--- src/rtl/multicycle_control.sv ---
// rtl/multicycle_control.sv - Moore FSM sequencing the MIPS multicycle datapath with memory wait states
// Optional feature macro: MCTRL_JUMP_EN (adds the JUMP state for opcode 000010).
module multicycle_control #(
  parameter int MEM_WAIT = 0
) (
  input  logic       clk,
  input  logic       rst_n,
  input  logic [5:0] opcode,
  input  logic [5:0] funct,
  input  logic       zero,
  output logic       pc_en,
  output logic       pc_write,
  output logic       pc_write_cond,
  output logic       i_or_d,
  output logic       mem_read,
  output logic       mem_write,
  output logic       ir_write,
  output logic       mem_to_reg,
  output logic       reg_dst,
  output logic       reg_write,
  output logic       alu_src_a,
  output logic [1:0] alu_src_b,
  output logic [1:0] alu_op,
  output logic [3:0] alu_control,
  output logic [1:0] pc_source,
  output logic       illegal_op,
  output logic [3:0] state
);

  // Wait counter width is derived from MEM_WAIT and never overridden.
  localparam int CNT_W = (MEM_WAIT > 0) ? $clog2(MEM_WAIT + 1) : 1;
  localparam logic [CNT_W-1:0] CNT_MAX = CNT_W'(MEM_WAIT);

  localparam logic [5:0] OP_RTYPE = 6'b000000;
  localparam logic [5:0] OP_LW    = 6'b100011;
  localparam logic [5:0] OP_SW    = 6'b101011;
  localparam logic [5:0] OP_BEQ   = 6'b000100;
  localparam logic [5:0] OP_ADDI  = 6'b001000;
  localparam logic [5:0] OP_J     = 6'b000010;

  typedef enum logic [3:0] {
    S_FETCH    = 4'd0,
    S_DECODE   = 4'd1,
    S_MEMADR   = 4'd2,
    S_MEMRD    = 4'd3,
    S_MEMWB    = 4'd4,
    S_MEMWR    = 4'd5,
    S_EXEC     = 4'd6,
    S_ALUWB    = 4'd7,
    S_BRANCH   = 4'd8,
    S_ADDIEXEC = 4'd9,
    S_ADDIWB   = 4'd10,
    S_JUMP     = 4'd11
  } state_t;

  state_t           cur;
  logic [CNT_W-1:0] cnt;
  logic             store_op;   // remembers lw vs sw from DECODE for the MEMADR branch
  logic             cnt_done;

  assign cnt_done = (cnt == CNT_MAX);

  function automatic logic is_legal_op(input logic [5:0] op);
    case (op)
      OP_LW, OP_SW, OP_RTYPE, OP_BEQ, OP_ADDI: return 1'b1;
`ifdef MCTRL_JUMP_EN
      OP_J: return 1'b1;
`endif
      default: return 1'b0;
    endcase
  endfunction

  function automatic logic is_legal_funct(input logic [5:0] fn);
    case (fn)
      6'b100000, 6'b100010, 6'b100100, 6'b100101, 6'b101010: return 1'b1;
      default: return 1'b0;
    endcase
  endfunction

  // State register, memory wait counter and store/load flag.
  always_ff @(posedge clk or negedge rst_n) begin
    if (!rst_n) begin
      cur      <= S_FETCH;
      cnt      <= '0;
      store_op <= 1'b0;
    end else begin
      case (cur)
        S_FETCH, S_MEMRD, S_MEMWR: begin
          if (cnt_done) begin
            cnt <= '0;
            case (cur)
              S_FETCH: cur <= S_DECODE;
              S_MEMRD: cur <= S_MEMWB;
              default: cur <= S_FETCH;
            endcase
          end else begin
            cnt <= cnt + CNT_W'(1);
          end
        end
        S_DECODE: begin
          store_op <= (opcode == OP_SW);
          case (opcode)
            OP_LW, OP_SW: cur <= S_MEMADR;
            OP_RTYPE:     cur <= S_EXEC;
            OP_BEQ:       cur <= S_BRANCH;
            OP_ADDI:      cur <= S_ADDIEXEC;
`ifdef MCTRL_JUMP_EN
            OP_J:         cur <= S_JUMP;
`endif
            default:      cur <= S_FETCH;
          endcase
        end
        S_MEMADR:   cur <= store_op ? S_MEMWR : S_MEMRD;
        S_EXEC:     cur <= S_ALUWB;
        S_ADDIEXEC: cur <= S_ADDIWB;
        S_MEMWB, S_ALUWB, S_BRANCH, S_ADDIWB: cur <= S_FETCH;
        default: begin
          cur <= S_FETCH;
          cnt <= '0;
        end
      endcase
    end
  end

  // Moore control outputs decoded from the current state and wait counter.
  always_comb begin
    pc_write      = 1'b0;
    pc_write_cond = 1'b0;
    i_or_d        = 1'b0;
    mem_read      = 1'b0;
    mem_write     = 1'b0;
    ir_write      = 1'b0;
    mem_to_reg    = 1'b0;
    reg_dst       = 1'b0;
    reg_write     = 1'b0;
    alu_src_a     = 1'b0;
    alu_src_b     = 2'b00;
    alu_op        = 2'b00;
    illegal_op    = 1'b0;
    case (cur)
      S_FETCH: begin
        mem_read  = 1'b1;
        alu_src_b = 2'b01;
        ir_write  = cnt_done;
        pc_write  = cnt_done;
      end
      S_DECODE: begin
        alu_src_b  = 2'b11;
        illegal_op = !is_legal_op(opcode);
      end
      S_MEMADR: begin
        alu_src_a = 1'b1;
        alu_src_b = 2'b10;
      end
      S_MEMRD: begin
        mem_read = 1'b1;
        i_or_d   = 1'b1;
      end
      S_MEMWB: begin
        reg_write  = 1'b1;
        mem_to_reg = 1'b1;
      end
      S_MEMWR: begin
        mem_write = 1'b1;
        i_or_d    = 1'b1;
      end
      S_EXEC: begin
        alu_src_a  = 1'b1;
        alu_op     = 2'b10;
        illegal_op = !is_legal_funct(funct);
      end
      S_ALUWB: begin
        reg_write = 1'b1;
        reg_dst   = 1'b1;
      end
      S_BRANCH: begin
        alu_src_a     = 1'b1;
        alu_op        = 2'b01;
        pc_write_cond = 1'b1;
      end
      S_ADDIEXEC: begin
        alu_src_a = 1'b1;
        alu_src_b = 2'b10;
      end
      S_ADDIWB: reg_write = 1'b1;
`ifdef MCTRL_JUMP_EN
      S_JUMP: pc_write = 1'b1;
`endif
      default: ;
    endcase
  end

  // ALU control: fixed add/sub for address and branch work, funct decode for R-type.
  always_comb begin
    alu_control = 4'b0010;
    case (alu_op)
      2'b01: alu_control = 4'b0110;
      2'b10: begin
        case (funct)
          6'b100010: alu_control = 4'b0110;
          6'b100100: alu_control = 4'b0000;
          6'b100101: alu_control = 4'b0001;
          6'b101010: alu_control = 4'b0111;
          default:   alu_control = 4'b0010;
        endcase
      end
      default: alu_control = 4'b0010;
    endcase
  end

`ifdef MCTRL_JUMP_EN
  assign pc_source = {cur == S_JUMP, cur == S_BRANCH};
`else
  assign pc_source = {1'b0, cur == S_BRANCH};
`endif

  assign pc_en = pc_write | (pc_write_cond & zero);
  assign state = cur;

endmodule

--- config.mk ---
export PLATFORM = sky130hd
export DESIGN_NAME = multicycle_control
export DESIGN_NICKNAME = d
export VERILOG_FILES = /design/src/rtl/multicycle_control.sv
export SDC_FILE = /design/constraint.sdc
export NUM_CORES = 1
export LEC_CHECK = 0
export ABC_AREA = 1
export BUFFER_PORTS_ARGS = -buffer_cell sky130_fd_sc_hd__buf_2
export CORE_UTILIZATION = 35
export CTS_CLUSTER_DIAMETER = 80
export DETAILED_ROUTE_END_ITERATION = 8
export PLACE_DENSITY_LB_ADDON = 0.25
export SLEW_MARGIN = 20
export SYNTH_ARGS = -nofsm -noshare
export SYNTH_HDL_FRONTEND = slang
export SYNTH_SLANG_ARGS = --single-unit
--- constraint.sdc ---
create_clock -name clk -period 2.75 [get_ports clk]
set_input_delay 0.275 -clock clk [delete_from_list [all_inputs] [get_ports clk]]
set_output_delay 0.275 -clock clk [all_outputs]
set_load 0.02 [all_outputs]
==> impl_summary.log <==
INFO  metric maxCapViolCount = 0
INFO  metric cts_root_buf = clkbuf_4
INFO  metric power_leakage = roughly 0.56 nW
INFO  metric cpPeakStageDelay = approximately 440 ps
INFO  metric synthMostInstantiatedCell = nand2_1
INFO  metric dp_hpwl = roughly 1.2 mm
INFO  metric cts_tree = built
INFO  metric syn-mean-instance-area = about 5.8 µm²
INFO  metric floorplan.core_area = roughly 1700 µm²
INFO  metric ctsResizeCount = 0
INFO  metric crit_fanout = 7
INFO  metric synthesis.instances = around 110
INFO  metric finalSetupViolations = 0
INFO  metric critical_path.top_delay_family = flip-flops
INFO  metric dr.pass1.iters = 3
INFO  metric start_kind = flop
INFO  metric clk_path_buf_depth = 2
INFO  metric path_cells = inv_2, nor2_4, nand2_2, inv_2, ha_1, nand4_1, a21boi_0, buf_2
INFO  metric cts.reportedPaths.clkPinSlew = ~40 ps
INFO  metric cts_num_sinks = 5
INFO  metric post_route_insts_no_fill = ~180
INFO  metric max_freq = 495 MHz
INFO  metric share_of_layout_cells_above_drive_strength_1 = 0.338
INFO  metric number_of_buffers_added_by_the_clock_tree_synthesis_step = 3
INFO  metric gr-total-overflow = 0
INFO  metric synthDominantAreaCellType = nand2_1
INFO  metric die_h = approximately 45 µm
INFO  metric synth_enable_flop_cells = 0
INFO  metric vdd_ir_drop_max = around 0.37 mV
INFO  metric route.antenna.remaining_nets = 0
INFO  metric yosys_warnings = 0
INFO  metric ys_types = 19
INFO  metric detailedRoute.firstIterationViolations = 11
INFO  metric floorplan.die_area = between 2000 and 2500 µm²
INFO  metric timing.final.max_slew_violations = 0
INFO  metric worstPathArrival = between 1500 and 2000 ps
INFO  metric p_per_area = ~770 nW/µm²
INFO  metric final_min_period_over_clock_period = 0.734
INFO  metric cp.required = roughly 2500 ps
INFO  metric mappedNetlistArea = 646 µm²
INFO  metric grt_max_degree = 8
INFO  metric critical_path_buf_inv_count = 3
INFO  metric first_global_vias = 630
INFO  metric fin_crit = a little over 2000 ps
INFO  metric synth.area.top_cells = nand2_1 (20%), dfrtp_1 (19%), nor2_1 (12%), inv_1 (8.7%), nand3_1 (7.8%)
INFO  metric grt_antenna_before_repair = 0
INFO  metric hold_path_class = in2reg
INFO  metric drc = 0
INFO  metric synthTopCellsByCount = nand2_1 (34), nor2_1 (20), inv_1 (15)
INFO  metric detail_route.wl_per_cell = approximately 8.3 µm
INFO  metric clkLatencyLatePin = between 200 and 250 ps
INFO  metric design.portCount = approximately 40
INFO  metric yosys_register_bits = 5
INFO  metric finalHoldViolations = 0
INFO  metric critical-path-slowest-cell = dfrtp_1
INFO  metric hold_buffers = 1
INFO  metric worst_clock_skew = approximately 2.8 ps
INFO  metric share_of_yosys_cell_area_claimed_by_the_top_area_cell_type = 0.198
INFO  metric htree_num_levels = 1
INFO  metric run_status = complete, no violations
INFO  metric area.growth.synth_to_final = 34.7%
INFO  metric gp_congestion = about 0.75
INFO  metric die_x = 45.0 µm
INFO  metric post_cts.repair.setup_buffers = 0
INFO  metric num_vias = approximately 770
INFO  metric numPortBuffers = 38
INFO  metric nNetsFinal = 170
INFO  metric postSynth.topFlopCell = dfrtp_1
INFO  metric ys_async_sr_fraction = 1.00
INFO  metric finalSetupTns = 0 ps
INFO  metric totalWireLength = ~1.5 mm
INFO  metric critical_path.endpoint_type = primary output
INFO  metric antenna_cells = 0
INFO  metric starting_density = 0.374
INFO  metric worst-setup-path-type = reg2out
INFO  metric crit_path_frequent_cell = inv_2
INFO  metric filler_cell_count = about 190
INFO  metric routed_via_density = 4.35
INFO  metric dp_cells = between 150 and 200
INFO  metric global_route_wire_length_before_repair = ~2.5 mm
INFO  metric sequential_element_share_of_the_synthesized_area = 0.194
INFO  metric grt_setup_unrepaired = no
INFO  metric grt_resource_usage_total = 0.165
INFO  metric floorplan.rows = 15
==> layout by cell type (no fill, tap or decap), types with 3 or more instances in the layout <==
cell type	count
nor2_1	20
ha_1	3
buf_2	38
nand4_1	4
inv_1	15
clkbuf_4	3
nor2_4	3
nand3_1	10
dfrtp_1	5
inv_2	3
nand2_1	34
==> metrics by stage <==
stage / util / total power [mW] / hold slack, ps / setup WS (ps) / cell area [µm²]
after floorplan: - / 0.460 / -20.6 / 695 / 649
after global placement: 0.483 / 0.584 / 88.6 / 1000 / 833
after detailed placement: 0.483 / 0.585 / 91.3 / 972 / 833
after CTS: 0.504 / 0.675 / 322 / 701 / 870
after global routing: 0.504 / 0.731 / 331 / 504 / 870
final: 0.504 / 0.667 / 327 / 732 / 870
==> worst min-delay path: stages <==
cell,delay (ps)
buf_2,120
nand2_1,80
o21ai_2,50
==> metal layers <==
layer	vias up	part of all wire	global-route usage
met3	0	0.070	0.0600
met2	27	0.44	0.275
met4	0	0	0
li1	416	-	-
met1	323	0.49	0.217
met5	-	0	0
==> logic make-up after synthesis <==
| family | after synthesis | share of synthesized area |
|---|---|---|
| adders and majority gates | 3 | 0.0581 |
| DFF | 5 | 0.194 |
| buffers and inverters | 23 | 0.163 |
| AOI/OAI and AO/OA | 4 | 0.0407 |
| and+or+nand+nor | 76 | 0.539 |
| other | 1 | 0.00581 |
==> path summary, 6_finish.rpt <==
kind | start | to | slack [ps] | cells after the start
setup / recovery | state[1]$_DFF_PN0_ | alu_control[2] | 730 | 8
hold / removal | opcode[3] | store_op$_DFFE_PN0P_ | 330 | 3
setup reg to reg | state[1]$_DFF_PN0_ | state[1]$_DFF_PN0_ | 1630 | 7
hold reg to reg | store_op$_DFFE_PN0P_ | store_op$_DFFE_PN0P_ | 520 | 2
max in group asynchronous | rst_n | state[1]$_DFF_PN0_ | 2210 | 2
min in group asynchronous | rst_n | state[2]$_DFF_PN0_ | 410 | 2
==> state kept, by name, indices dropped and copies added (netlist names) <==
name      flops
store_op      1
state         4
==> power by group <==
part	internal, mW	switching (mW)	total (mW)
sequential	0.0904	0.0319	0.122
clock	0.0548	0.0285	0.0833
combinational	0.148	0.314	0.462
total	0.293	0.374	0.667
==> cell type report <==
class | instances | area (µm²) | share of cell area
Multi-Input combinational cell | 85 | 419 | 0.482
Sequential cell | 5 | 125 | 0.144
Inverter | 18 | 67.6 | 0.0777
Clock buffer | 4 | 26.3 | 0.0302
Tap cell | 25 | 31.3 | 0.0360
Timing Repair Buffer | 39 | 200 | 0.230
Power figures use the tool's default switching activity.
